**config.mk**
```make
export PLATFORM = sky130hd
export DESIGN_NAME = sound_mixer
export DESIGN_NICKNAME = d
export VERILOG_FILES = /design/src/rtl/sound_mixer.sv
export SDC_FILE = /design/constraint.sdc
export NUM_CORES = 1
export LEC_CHECK = 0
export CAP_MARGIN = 20
export CORE_MARGIN = 8
export CORE_UTILIZATION = 55
export DETAILED_ROUTE_END_ITERATION = 10
export PLACE_DENSITY_LB_ADDON = 0.2
export SYNTH_ARGS = -nofsm -noshare
export SYNTH_HDL_FRONTEND = slang
export SYNTH_SLANG_ARGS = --single-unit
export TNS_END_PERCENT = 10
```
**constraint.sdc**
```tcl
create_clock -name system_clock -period 5.3 [get_ports system_clock]
set_clock_uncertainty 0.15 [all_clocks]
set_input_delay 0.795 -clock system_clock [delete_from_list [all_inputs] [get_ports system_clock]]
set_output_delay 0.795 -clock system_clock [all_outputs]
set_load 0.01 [all_outputs]
```
**src/rtl/sound_mixer.sv**
```systemverilog
// Stereo mixer for the four sound channels: captures one amplitude per channel on
// sample_tick, pans per NR51, scales per NR50 and hands a signed pair downstream.
module sound_mixer #(
  parameter int OUT_W     = 16,
  parameter int OUT_SHIFT = 6
) (
  input  logic                    system_clock,
  input  logic                    reset,
  input  logic                    sample_tick,
  input  logic [3:0]              ch1_sample,
  input  logic [3:0]              ch2_sample,
  input  logic [3:0]              ch3_sample,
  input  logic [3:0]              ch4_sample,
  input  logic [7:0]              NR50,
  input  logic [7:0]              NR51,
  input  logic [7:0]              NR52,
  output logic signed [OUT_W-1:0] out_left,
  output logic signed [OUT_W-1:0] out_right,
  output logic                    out_valid,
  input  logic                    out_ready,
  output logic [7:0]              overrun_count,
  output logic [1:0]              state_dbg
);

  // Handshake: a pair transfers on a clock edge where out_valid and out_ready are both
  // high; out_valid stays high and out_left/out_right stay stable until that edge.

  typedef enum logic [1:0] {IDLE = 2'd0, ACC = 2'd1, SCALE = 2'd2, HOLD = 2'd3} state_t;

  state_t state, state_nx;

  logic [3:0][3:0]        ch_sh;
  logic [2:0]             vol_l_sh, vol_r_sh;
  logic [7:0]             en_sh;
  logic                   master_sh;
  logic [1:0]             idx;
  logic signed [6:0]      acc_l, acc_r;

  logic [3:0]             cur_x;
  logic signed [5:0]      s_val;
  logic signed [6:0]      s_ext;
  logic [3:0]             gain_l, gain_r;
  logic signed [9:0]      mix_l, mix_r;
  logic signed [OUT_W-1:0] scaled_l, scaled_r;
  logic                   unused_bits;

  assign unused_bits = ^{NR50[7], NR50[3], NR52[6:0]};
  assign state_dbg   = state;

  always_ff @(posedge system_clock or negedge reset) begin
    if (!reset) state <= IDLE;
    else        state <= state_nx;
  end

  always_comb begin
    state_nx = state;
    case (state)
      IDLE:    if (sample_tick) state_nx = ACC;
      ACC:     if (idx == 2'd3) state_nx = SCALE;
      SCALE:   state_nx = HOLD;
      HOLD:    if (out_ready) state_nx = IDLE;
      default: state_nx = IDLE;
    endcase
  end

  // Bipolar channel value 2*x-15, then volume gain 1..8 and shift to output range.
  always_comb begin
    cur_x    = ch_sh[idx];
    s_val    = $signed({1'b0, cur_x, 1'b0}) - 6'sd15;
    s_ext    = {s_val[5], s_val};
    gain_l   = {1'b0, vol_l_sh} + 4'd1;
    gain_r   = {1'b0, vol_r_sh} + 4'd1;
    mix_l    = $signed({{3{acc_l[6]}}, acc_l}) * $signed({6'd0, gain_l});
    mix_r    = $signed({{3{acc_r[6]}}, acc_r}) * $signed({6'd0, gain_r});
    scaled_l = $signed({{(OUT_W-10){mix_l[9]}}, mix_l}) <<< OUT_SHIFT;
    scaled_r = $signed({{(OUT_W-10){mix_r[9]}}, mix_r}) <<< OUT_SHIFT;
  end

  always_ff @(posedge system_clock or negedge reset) begin
    if (!reset) begin
      ch_sh         <= '0;
      vol_l_sh      <= '0;
      vol_r_sh      <= '0;
      en_sh         <= '0;
      master_sh     <= 1'b0;
      idx           <= '0;
      acc_l         <= '0;
      acc_r         <= '0;
      out_left      <= '0;
      out_right     <= '0;
      out_valid     <= 1'b0;
      overrun_count <= '0;
    end else begin
      // Any tick not taken in IDLE is lost, including the one on the handshake edge.
      if (sample_tick && state != IDLE && overrun_count != 8'hFF)
        overrun_count <= overrun_count + 8'd1;
      case (state)
        IDLE: begin
          if (sample_tick) begin
            ch_sh     <= {ch4_sample, ch3_sample, ch2_sample, ch1_sample};
            vol_l_sh  <= NR50[6:4];
            vol_r_sh  <= NR50[2:0];
            en_sh     <= NR51;
            master_sh <= NR52[7];
            acc_l     <= '0;
            acc_r     <= '0;
            idx       <= '0;
          end
        end
        ACC: begin
          if (en_sh[{1'b1, idx}]) acc_l <= acc_l + s_ext;
          if (en_sh[{1'b0, idx}]) acc_r <= acc_r + s_ext;
          idx <= idx + 2'd1;
        end
        SCALE: begin
          out_left  <= master_sh ? scaled_l : '0;
          out_right <= master_sh ? scaled_r : '0;
          out_valid <= 1'b1;
        end
        HOLD: begin
          if (out_ready) out_valid <= 1'b0;
        end
        default: ;
      endcase
    end
  end

endmodule

```
==> impl_summary.txt <==
----------------------------------------------------
[Outcome]
  Run status ... complete, no violations

[Clock tree]
  H-tree depth reported by CTS ... 3
  Cts-stage hold buffer count ... 0
  Count of instances resized after the clock tree is built ... 0
  Root buffer selected by CTS ... clkbuf_8
  Clock tree from TritonCTS ... built
  Clk Latency, worst-skew pair ... 0.36 ns
  Clock transition at path regs ... 0.08 ns
  Clock buffer count from CTS ... 9
  Number of buffers inserted by post-CTS setup repair ... 0
  Buffer levels on the longest clock path ... 2
  Total clock sinks ... 78

[Drt]
  Drt total wl ... 11300 um
  Mean number of vias per cell ... 5.27
  First-pass iteration count of the detailed router ... 4
  Via count ... 3935
  Final ANT Viol Nets ... 0
  Wirelength per Cell ... 15.1 um
  DRC marker count from the first detailed-route iteration ... 178
  Residual DRC count ... 0

[Critical path]
  Largest stage delay on the critical path ... 0.58 ns
  Category of cells accounting for the largest share of critical-path delay ... adder cells
  Data arrival time of the critical path ... 4.67 ns
  Most common cell type on the critical path ... ha_1
  Slowest cell on the critical path ... dfrtp_1
  Worst Path Buf+Inv ... 2
  Endpoint type of the worst setup path ... flip-flop
  Worst-path fanout max ... 12
  Nature of the critical path startpoint ... flip-flop
  Data required time at the worst endpoint ... 5.41 ns
  Critical path cell sequence ... ha_1, xor2_1, and2_1, ha_1, inv_1, fa_1, fa_1, inv_1, ha_1, o21ai_1, o21ai_1, a31oi_1, xnor3_1, a31o_1
  Category of the most critical setup path ... flip-flop to flip-flop

[Timing]
  Final max-slew violation count ... 0
  Slew of the pin with the lowest slew margin ... 0.979 ns
  Final hold viol count ... 0
  Maximum operating frequency ... 0.219 GHz
  Setup-violating endpoint count in the final report ... 0
  Max-slew headroom ... 0.347
  Clock period minus worst slack ... 4.56 ns
  Tcrit/Tclk final ... 0.860
  Accumulated negative setup slack ... 0 ns
  RSZ-0062 raised after global routing ... false
  Setup WS post-layout ... 0.743 ns
  Post-Route Hold Slack ... 0.342 ns

[Finish]
  Number of standard cells in the layout, taps in and fillers out ... 747
  Total area of sequential cells ... 1950 sq um
  Filler cells ... 839
  Most common cell after layout, fill and taps aside ... dfrtp_1
  Number of diodes added for antenna fixing ... 0
  Area growth, synth to finish ... 15.9%
  Leading cell types in the layout, fill and taps excluded ... 78 x dfrtp_1, 64 x clkdlybuf4s50_1, 62 x inv_1
  Multi-input combinational cell area ... 3410 sq um
  Utilization after layout ... 0.649
  Share of layout cells above drive strength 1 ... 0.106
  Final Net Count ... 728

[Pwr]
  Combinational share of power ... 0.609
  Internal Dissipation ... 0.00220 W
  Power share of the sequential group ... 0.285
  P_leak ... 3.18 nW
  Net switching share of the total power ... 0.433
  Net switching power figure ... 0.00168 W
  Proportion of power drawn by the clock network ... 0.106
  Pwr Density ... 586 nW/um^2
  Worst vdd ir ... 306 uV

[Yosys]
  Synth unique cells ... 53
  Async set or reset register ratio after synthesis ... 1.00
  Syn_area_per_cell ... 10.5 sq um
  Area of the mapped netlist ... 5710 sq um
  Most instantiated flip-flop cell in the synthesis netlist ... dfrtp_1
  Register bit count reported by yosys ... 78
  Number of synthesized flops with an enable pin ... 0
  Number of standard cells after synthesis ... 541
  Count of synthesis-stage warnings from yosys ... 0
  Proportion of synthesized chip area in sequential cells ... 0.342

[Placed design]
  Number of port buffers ... 65
  Global placer's final weighted congestion ... 0.807
  HPWL after DPL ... 8760 um
  Number of placed cells counting well taps ... 731
  Setup WS pre-CTS ... 0.771 ns

[Worst hold path]
  Class of the worst hold path ... flip-flop to flip-flop

[Global routing]
  Number of global-route vias before repair ... 4273
  Global-route usage over all layers ... 0.171
  Remaining global-route overflow ... 0
  Number of antenna violations at the first check in global routing ... 0
  Maximum number of pins on one net before global-route repair ... 79
  Global-route wire length before repair ... 19900 um

[Floorplan]
  Effective utilization at floorplan ... 0.560
  Placeable core region ... 10200 sq um
  Io pins ... 87
  Horizontal die dimension ... 118 um
  Rows ... 37
  Overall die area ... 13900 sq um
  Die H ... 118 um

[Run]
  Count of maximum capacitance violations ... 0

----------------------------------------------------
[worst paths after layout]
| kind | to | cells after the start | from | slack (ns) |
|---|---|---|---|---|
| worst max-delay path | out_left[15] | 14 | vol_l_sh[0] | 0.74 |
| worst min-delay path | overrun_count[6] | 1 | overrun_count[6] | 0.34 |
| worst max register to register | out_left[15] | 14 | vol_l_sh[0] | 0.74 |
| worst min register to register | overrun_count[6] | 1 | overrun_count[6] | 0.34 |
| max in group asynchronous | state_dbg[1] | 1 | reset | 3.93 |
| min in group asynchronous | out_left[13] | 1 | reset | 0.40 |
[power groups by stage]
stage	registers [W]	clock network, W	logic [W]
floorplan	0.00104	0	0.00181
global placement	0.00110	0	0.00228
detailed placement	0.00112	0	0.00236
CTS	0.00111	0.000423	0.00239
global route	0.00115	0.000445	0.00266
finish	0.00111	0.000411	0.00236
[synthesized netlist by cell type (all sizes together) (5+ instances only)]
cell type,number,area [sq um]
dfrtp,78,1950
inv,62,233
ha,52,651
o21ai,40,208
and2,36,225
mux2,32,360
nand2,30,113
fa,26,521
xnor2,23,201
buf,20,130
a21oi,14,70.1
nand2b,11,68.8
nor2,11,41.3
nor2b,11,68.8
xor2,10,87.6
a21o,9,67.6
nand3,9,55.1
o2bb2ai,7,61.3
mux4,6,135
and3,5,31.3
o21bai,5,37.5
[flip-flops by register name (all words and copies together), names as in the netlist]
name,flops
master_sh,1
vol_r_sh,3
out_left,10
vol_l_sh,3
ch_sh,16
idx,2
out_right,10
en_sh,8
overrun_count,8
acc_r,7
out_valid,1
acc_l,7
state_dbg,2
[cell type report]
class,count,area share
clock buffer,11,0.0214
clock inverter,5,0.00530
inverter,63,0.0358
multi-input combinational,387,0.516
sequential,78,0.295
tap,136,0.0257
timing repair buffer,67,0.100
[metal layers]
layer | share of wire | up-vias | routed length (um) | GRT usage
li1 | - | 1939 | - | -
met1 | 0.45 | 1896 | 5090 | 0.205
met2 | 0.48 | 87 | 5390 | 0.290
met3 | 0.060 | 13 | 674 | 0.0552
met4 | 0.012 | 0 | 139 | 0.0480
met5 | 0 | - | 0 | 0
[cells by family (layout without fill, tap and decap cells)]
family          after synthesis  after routing  share of synthesized area
compound gates               97             97                      0.115
xor+xnor                     35             35                     0.0586
fa+ha+maj                    78             78                      0.205
buf+inv                      87            146                     0.0671
flops                        78             78                      0.342
mux                          42             42                     0.0939
other cells                   1             12                   0.000657
simple gates                123            123                      0.118
[through the flow]
step                area (sq um)  power (W)
floorplan                   5750    0.00285
finish                      6610    0.00387
global route                6610    0.00426
global placement            6430    0.00338
detailed placement          6430    0.00348
CTS                         6610    0.00392
Power figures use the tool's default switching activity.
